--- config.mk ---
export PLATFORM = sky130hd
export DESIGN_NAME = eth_tx_arb_flat
export DESIGN_NICKNAME = d
export VERILOG_FILES = /design/src/rtl/eth_tx_arb_if.sv /design/src/rtl/eth_tx_arb.sv /design/src/flat_wrapper.sv
export SDC_FILE = /design/constraint.sdc
export NUM_CORES = 1
export LEC_CHECK = 0
export CAP_MARGIN = 10
export CORE_UTILIZATION = 30
export CTS_BUF_LIST = sky130_fd_sc_hd__clkbuf_16
export DETAILED_ROUTE_END_ITERATION = 7
export SETUP_SLACK_MARGIN = 0.1
export SLEW_MARGIN = 20
export SYNTH_ARGS = -nofsm -noshare
export SYNTH_HDL_FRONTEND = slang
export SYNTH_SLANG_ARGS = --single-unit
--- constraint.sdc ---
create_clock -name Clk -period 3.2 [get_ports Clk]
set_input_delay 0.32 -clock Clk [delete_from_list [all_inputs] [get_ports Clk]]
set_output_delay 0.32 -clock Clk [all_outputs]
set_load 0.03 [all_outputs]
--- src/rtl/eth_tx_arb_if.sv ---
// Shared byte/handshake bundle between the two frame sources, the arbiter and eth_tx.
// The arbiter connects through the slave modport; sources and the eth_tx side use master.
interface eth_tx_arb_if #(parameter int CNT_W = 16);
  logic             Req0, Gnt0, Byte_Valid0, Pkt_Done0;
  logic [7:0]       Byte0;
  logic             Req1, Gnt1, Byte_Valid1, Pkt_Done1;
  logic [7:0]       Byte1;
  logic [7:0]       Eth_Byte;
  logic             Eth_Byte_Valid, Eth_Pkt_Rdy, Tx_En;
  logic             Busy, Timeout_Err;
  logic [CNT_W-1:0] Frame_Cnt0, Frame_Cnt1;

  modport slave (
    input  Req0, Byte0, Byte_Valid0, Pkt_Done0,
    input  Req1, Byte1, Byte_Valid1, Pkt_Done1,
    input  Tx_En,
    output Gnt0, Gnt1, Eth_Byte, Eth_Byte_Valid, Eth_Pkt_Rdy,
    output Busy, Timeout_Err, Frame_Cnt0, Frame_Cnt1
  );

  modport master (
    output Req0, Byte0, Byte_Valid0, Pkt_Done0,
    output Req1, Byte1, Byte_Valid1, Pkt_Done1,
    output Tx_En,
    input  Gnt0, Gnt1, Eth_Byte, Eth_Byte_Valid, Eth_Pkt_Rdy,
    input  Busy, Timeout_Err, Frame_Cnt0, Frame_Cnt1
  );
endinterface

--- src/rtl/eth_tx_arb.sv ---
// Two-source round-robin arbiter in front of eth_tx: grant, forward bytes, commit, wait for
// Tx_En, then hold off for the inter-frame gap. Define ETH_TX_ARB_STATS_EN for frame counters.
module eth_tx_arb #(
  parameter int IFG_CYCLES     = 48,
  parameter int TIMEOUT_CYCLES = 4096,
  parameter int CNT_W          = 16
) (
  input logic        Clk,
  input logic        Rst,
  eth_tx_arb_if.slave bus
);
  localparam int TMAX = (TIMEOUT_CYCLES > IFG_CYCLES) ? TIMEOUT_CYCLES : IFG_CYCLES;
  localparam int TW   = $clog2(TMAX + 1);

  typedef enum logic [2:0] {IDLE, GRANT, WAIT_TX, SEND, IFG} state_t;

  state_t        state;
  logic          ptr, owner;
  logic [1:0]    gnt;
  logic [10:0]   byte_cnt;
  logic [TW-1:0] tmr;
  logic [7:0]    eth_byte;
  logic          eth_valid, pkt_rdy, tmo_err;

  logic [1:0]      req, bv, done;
  logic [1:0][7:0] byt;
  logic            win, sel_bv, sel_done, commit;
  logic [7:0]      sel_byte;

  assign req  = {bus.Req1, bus.Req0};
  assign bv   = {bus.Byte_Valid1, bus.Byte_Valid0};
  assign done = {bus.Pkt_Done1, bus.Pkt_Done0};
  assign byt  = {bus.Byte1, bus.Byte0};

  assign win      = (req[0] & req[1]) ? ptr : req[1];
  assign sel_bv   = bv[owner];
  assign sel_done = done[owner];
  assign sel_byte = byt[owner];
  // A byte accepted in the Pkt_Done cycle already makes the frame non-empty.
  assign commit   = (state == GRANT) && sel_done && ((byte_cnt != '0) || sel_bv);

  always_ff @(posedge Clk or posedge Rst) begin
    if (Rst) begin
      state     <= IDLE;
      ptr       <= 1'b0;
      owner     <= 1'b0;
      gnt       <= '0;
      byte_cnt  <= '0;
      tmr       <= '0;
      eth_byte  <= '0;
      eth_valid <= 1'b0;
      pkt_rdy   <= 1'b0;
      tmo_err   <= 1'b0;
    end else begin
      eth_valid <= 1'b0;
      pkt_rdy   <= 1'b0;
      tmo_err   <= 1'b0;
      case (state)
        IDLE: if (|req) begin
          owner    <= win;
          gnt      <= win ? 2'b10 : 2'b01;
          byte_cnt <= '0;
          state    <= GRANT;
        end
        GRANT: begin
          if (sel_bv) begin
            eth_byte  <= sel_byte;
            eth_valid <= 1'b1;
            if (byte_cnt != 11'h7ff) byte_cnt <= byte_cnt + 11'd1;
          end
          if (sel_done) begin
            gnt <= '0;
            ptr <= ~owner;
            if (commit) begin
              pkt_rdy <= 1'b1;
              tmr     <= '0;
              state   <= WAIT_TX;
            end else begin
              state <= IDLE;
            end
          end
        end
        WAIT_TX: begin
          if (bus.Tx_En) state <= SEND;
          else if (tmr == TW'(TIMEOUT_CYCLES - 1)) begin
            tmo_err <= 1'b1;
            state   <= IDLE;
          end else tmr <= tmr + TW'(1);
        end
        SEND: if (!bus.Tx_En) begin
          tmr   <= TW'(IFG_CYCLES - 1);
          state <= IFG;
        end
        IFG: begin
          if (tmr == '0) state <= IDLE;
          else tmr <= tmr - TW'(1);
        end
        default: state <= IDLE;
      endcase
    end
  end

  assign bus.Gnt0           = gnt[0];
  assign bus.Gnt1           = gnt[1];
  assign bus.Eth_Byte       = eth_byte;
  assign bus.Eth_Byte_Valid = eth_valid;
  assign bus.Eth_Pkt_Rdy    = pkt_rdy;
  assign bus.Busy           = (state != IDLE);
  assign bus.Timeout_Err    = tmo_err;

`ifdef ETH_TX_ARB_STATS_EN
  logic [1:0][CNT_W-1:0] frame_cnt;

  // Counted at commit, so a frame that later times out still counts.
  always_ff @(posedge Clk or posedge Rst) begin
    if (Rst) frame_cnt <= '0;
    else for (int i = 0; i < 2; i++)
      if (commit && (owner == 1'(i))) frame_cnt[i] <= frame_cnt[i] + CNT_W'(1);
  end

  assign bus.Frame_Cnt0 = frame_cnt[0];
  assign bus.Frame_Cnt1 = frame_cnt[1];
`else
  assign bus.Frame_Cnt0 = '0;
  assign bus.Frame_Cnt1 = '0;
`endif
endmodule

--- src/flat_wrapper.sv ---
// flat-port wrapper written by rule: the top's interface ports become plain ports
module eth_tx_arb_flat 
#(
  parameter int IFG_CYCLES     = 48,
  parameter int TIMEOUT_CYCLES = 4096,
  parameter int CNT_W          = 16
)
  (Clk, Rst, bus_Req0, bus_Byte0, bus_Byte_Valid0, bus_Pkt_Done0, bus_Req1, bus_Byte1, bus_Byte_Valid1, bus_Pkt_Done1, bus_Tx_En, bus_Gnt0, bus_Gnt1, bus_Eth_Byte, bus_Eth_Byte_Valid, bus_Eth_Pkt_Rdy, bus_Busy, bus_Timeout_Err, bus_Frame_Cnt0, bus_Frame_Cnt1);
  eth_tx_arb_if #(.CNT_W(CNT_W)) bus_i ();
  input logic Clk;
  input logic Rst;
  input wire logic [$bits(bus_i.Req0)-1:0] bus_Req0;
  input wire logic [$bits(bus_i.Byte0)-1:0] bus_Byte0;
  input wire logic [$bits(bus_i.Byte_Valid0)-1:0] bus_Byte_Valid0;
  input wire logic [$bits(bus_i.Pkt_Done0)-1:0] bus_Pkt_Done0;
  input wire logic [$bits(bus_i.Req1)-1:0] bus_Req1;
  input wire logic [$bits(bus_i.Byte1)-1:0] bus_Byte1;
  input wire logic [$bits(bus_i.Byte_Valid1)-1:0] bus_Byte_Valid1;
  input wire logic [$bits(bus_i.Pkt_Done1)-1:0] bus_Pkt_Done1;
  input wire logic [$bits(bus_i.Tx_En)-1:0] bus_Tx_En;
  output wire logic [$bits(bus_i.Gnt0)-1:0] bus_Gnt0;
  output wire logic [$bits(bus_i.Gnt1)-1:0] bus_Gnt1;
  output wire logic [$bits(bus_i.Eth_Byte)-1:0] bus_Eth_Byte;
  output wire logic [$bits(bus_i.Eth_Byte_Valid)-1:0] bus_Eth_Byte_Valid;
  output wire logic [$bits(bus_i.Eth_Pkt_Rdy)-1:0] bus_Eth_Pkt_Rdy;
  output wire logic [$bits(bus_i.Busy)-1:0] bus_Busy;
  output wire logic [$bits(bus_i.Timeout_Err)-1:0] bus_Timeout_Err;
  output wire logic [$bits(bus_i.Frame_Cnt0)-1:0] bus_Frame_Cnt0;
  output wire logic [$bits(bus_i.Frame_Cnt1)-1:0] bus_Frame_Cnt1;
  assign bus_i.Req0 = bus_Req0;
  assign bus_i.Byte0 = bus_Byte0;
  assign bus_i.Byte_Valid0 = bus_Byte_Valid0;
  assign bus_i.Pkt_Done0 = bus_Pkt_Done0;
  assign bus_i.Req1 = bus_Req1;
  assign bus_i.Byte1 = bus_Byte1;
  assign bus_i.Byte_Valid1 = bus_Byte_Valid1;
  assign bus_i.Pkt_Done1 = bus_Pkt_Done1;
  assign bus_i.Tx_En = bus_Tx_En;
  assign bus_Gnt0 = bus_i.Gnt0;
  assign bus_Gnt1 = bus_i.Gnt1;
  assign bus_Eth_Byte = bus_i.Eth_Byte;
  assign bus_Eth_Byte_Valid = bus_i.Eth_Byte_Valid;
  assign bus_Eth_Pkt_Rdy = bus_i.Eth_Pkt_Rdy;
  assign bus_Busy = bus_i.Busy;
  assign bus_Timeout_Err = bus_i.Timeout_Err;
  assign bus_Frame_Cnt0 = bus_i.Frame_Cnt0;
  assign bus_Frame_Cnt1 = bus_i.Frame_Cnt1;
  eth_tx_arb #(.IFG_CYCLES(IFG_CYCLES), .TIMEOUT_CYCLES(TIMEOUT_CYCLES), .CNT_W(CNT_W)) u_core (.Clk(Clk), .Rst(Rst), .bus(bus_i));
endmodule
==> results by group <==
Run status
  – Status: finished clean

Power
  – Leakage power: 0.001429 µW
  – Register share of total power: 31.3%
  – Internal Power: 1492 µW
  – Sw Ratio: 44.25%
  – Logic gate share of total power: 50.2%
  – Maximum vdd drop: 0.3889 mV
  – PD cells: 817.5 nW/µm²
  – Total power: 2677 µW
  – Clk network pwr share: 18.4%
  – NetSw: 1184 µW

Synthesis
  – Synth top area share: 37.25%
  – Ranking of synthesized cells by area: dfrtp_1 (37%), buf_4 (8.8%), a21oi_1 (4.1%)
  – Synth Flop Type: dfrtp_1
  – Cell Area, Synth: 2821 µm²
  – YS warnings: 0
  – Async SR Flop Fraction: 100.0%
  – EDFF count, synth: 0
  – Number of synthesized register bits: 42
  – Mapped Cells: 323
  – Syn Area/Cell: 8.735 µm²
  – Yosys top cell by area: dfrtp_1
  – Synth cell types: 57
  – Sequential-to-total area share from yosys stat: 37.25%

CTS
  – Clk_lat worst skew: 0.28 ns
  – Hold_buf cts: 0
  – CTS tree: yes
  – Setup bufs post-CTS: 0
  – Clk sinks: 42
  – Longest Clk Path Bufs: 2
  – Number of buffers created by CTS: 5
  – H-tree levels: 2
  – Post-CTS Resized: 0
  – Clock slew at reported path FFs: 0.06 ns
  – Root Driver: clkbuf_16

Layout
  – Non-filler instance count after layout: 464
  – Most frequent cells in the layout: dfrtp_1 (42), clkdlybuf4s50_1 (38), conb_1 (32)
  – Synth-to-layout area growth: 16.05%
  – Antenna cells: 0
  – Layout cells sized above 1: 5.949%
  – Commonest non-fill, non-tap cell in the layout: dfrtp_1
  – Net count, final: 381
  – Flip-flop and latch area: 1051 µm²
  – Multi-input logic area: 1478 µm²
  – Fill cell count: 947

Worst setup path
  – Crit-path max FO: 13
  – CP delay by family, top: simple AND/OR/NAND/NOR gates
  – CP endpoint kind: flip-flop
  – Critical Setup Path Class: flip-flop to flip-flop
  – Worst reg2reg path startpoint: u_core.state[0]
  – CP Launch Type: flip-flop
  – Bufs and invs on worst path: 0
  – Slowest cell delay on critical path: 0.50 ns
  – Worst EP arrival: 2.92 ns
  – Worst path slowest cell: dfrtp_1
  – Worst-path cell chain: or3b_1 -> xnor2_1 -> ha_1 -> or4_1 -> or2_0 -> o2111ai_1 -> a21oi_1 -> a211oi_1 -> o311ai_0
  – Critical path data required time: 3.34 ns
  – R2r worst-path depth: 9
  – Crit Reg-Reg Endpoint: u_core.tmr[12]
  – Reg-to-reg slack, setup: 0.42 ns

Timing
  – TNS Setup: 0 ns
  – # setup viols final: 0
  – Setup Skew: 0.007913 ns
  – Min Tclk post-route: 2.784 ns
  – Least-Margin Pin Slew: 0.8660 ns
  – Slew headroom: 41.91%
  – Fin. Hold Viols: 0
  – Max Clk Rate: 359.2 MHz
  – Slew Limit Fails: 0
  – Unrepaired setup endpoints after global routing: no
  – Crit share post-route: 86.99%

Die
  – Initial core utilization: 30.68%
  – Die area: 9797 µm²
  – DIE HEIGHT: 98.98 µm
  – IO Pins: 71
  – Chip width: 98.98 µm
  – Core area: 9196 µm²
  – Num rows: 35

Route
  – Via/cell ratio: 4.998
  – Drt first pass iters: 5
  – Starting DRC count in detailed routing: 114
  – WL/cell: 12.57 µm
  – WL final: 5833 µm
  – Antenna viol nets, final: 0
  – Post-route DRC: 0
  – Vias: 2319

Place
  – GPL Wtd Cong: 0.8178
  – HPWL after DPL: 4306 µm
  – # port buffers: 38
  – DP Cell Count: 456

Global route
  – GRT Total Usage: 12.54%
  – Vias in the first global route: 2187
  – Grt ovf: 0
  – Global-route wire length before repair: 10100 µm
  – Antenna violations before repair: 0
  – Largest net degree at the start of global routing: 24

Flow run
  – Maxcap violations: 0

Worst hold path
  – HP Class: input pin to async pin
flip-flops by register name, indices dropped and copies added, names as in the netlist:
signal	flops
u_core.bus.Eth_Byte	8
u_core.bus.Eth_Byte_Valid	1
u_core.bus.Eth_Pkt_Rdy	1
u_core.bus.Timeout_Err	1
u_core.byte_cnt	11
u_core.gnt	2
u_core.owner	1
u_core.ptr	1
u_core.state	3
u_core.tmr	13
metrics by stage:
| stage | hold slack (ns) | setup slack [ns] | utilization [%] | instance area (µm²) |
|---|---|---|---|---|
| after floorplan | 0.3928 | 0.3244 | - | 2938 |
| after global placement | 0.5060 | 0.4706 | 34.05 | 3132 |
| after detailed placement | 0.5209 | 0.4337 | 34.05 | 3132 |
| after CTS | 0.4594 | 0.4216 | 35.61 | 3274 |
| after global routing | 0.4861 | 0.1762 | 35.61 | 3274 |
| final | 0.4194 | 0.4162 | 35.61 | 3274 |
power by group through the flow:
stage	clock [µW]	combinational, µW	sequential, µW
final	493	1340	838
after global routing	530	1490	865
after CTS	512	1360	838
after detailed placement	0	1350	846
after global placement	0	1340	839
after floorplan	0	987	906
cells by family (layout without fill, tap and decap cells):
kind of cell | count (synthesis) | count (layout) | share of synthesized area [%]
AND/OR/NAND/NOR | 120 | 120 | 23.28
AO/OA/AOI/OAI | 73 | 73 | 16.67
buffers and inverters | 64 | 63 | 14.50
flip-flops | 42 | 42 | 37.25
multiplexers | 11 | 11 | 3.903
XOR/XNOR | 8 | 8 | 2.483
adder cells (fa/ha/maj) | 4 | 4 | 1.774
other | 1 | 32 | 0.1329
synthesized netlist by cell type (3+ instances only):
library cell and instances:
a211o_1 3, a211oi_1 3, a21o_1 6, a21oi_1 23, and2_1 3, and3_1 6
buf_2 8, buf_4 33, buf_6 4, clkbuf_1 6, dfrtp_1 42, ha_1 4
inv_1 12, mux2i_1 11, nand2_1 21, nand3_1 6, nand4_1 8, nor2_1 27
nor2b_1 3, nor3_1 14, nor4_1 6, o21ai_0 16, or3_1 7, xnor2_1 8
worst max path at each step:
stage,startpoint,endpoint,depth (start not counted)
4_1_cts,u_core.state[0],u_core.tmr[12],9
5_1_grt,u_core.state[0],u_core.tmr[12],9
6_report,u_core.state[0],u_core.tmr[12],9
3_3_place_gp,u_core.state[0],u_core.tmr[12],9
3_5_place_dp,u_core.state[0],u_core.tmr[12],9
2_1_floorplan,u_core.state[1],u_core.tmr[12],12
per-layer routing:
metal  global-route usage [%]  up-vias  part of all wire, %
li1                         -     1151                    -
met1                    15.71     1089                   45
met2                    21.30       75                   48
met3                    3.759        4                  7.1
met4                    2.641        0                 0.26
met5                        0        -                    0
cell type report:
cell class                      count  share of cell area (%)
Multi-Input combinational cell    248                   45.13
Sequential cell                    42                   32.10
Timing Repair Buffer               42                   12.53
Tap cell                          111                   4.241
Clock buffer                        5                   3.821
Inverter                           13                   1.643
Clock inverter                      3                  0.5350
(Power assumes the default switching activity.)
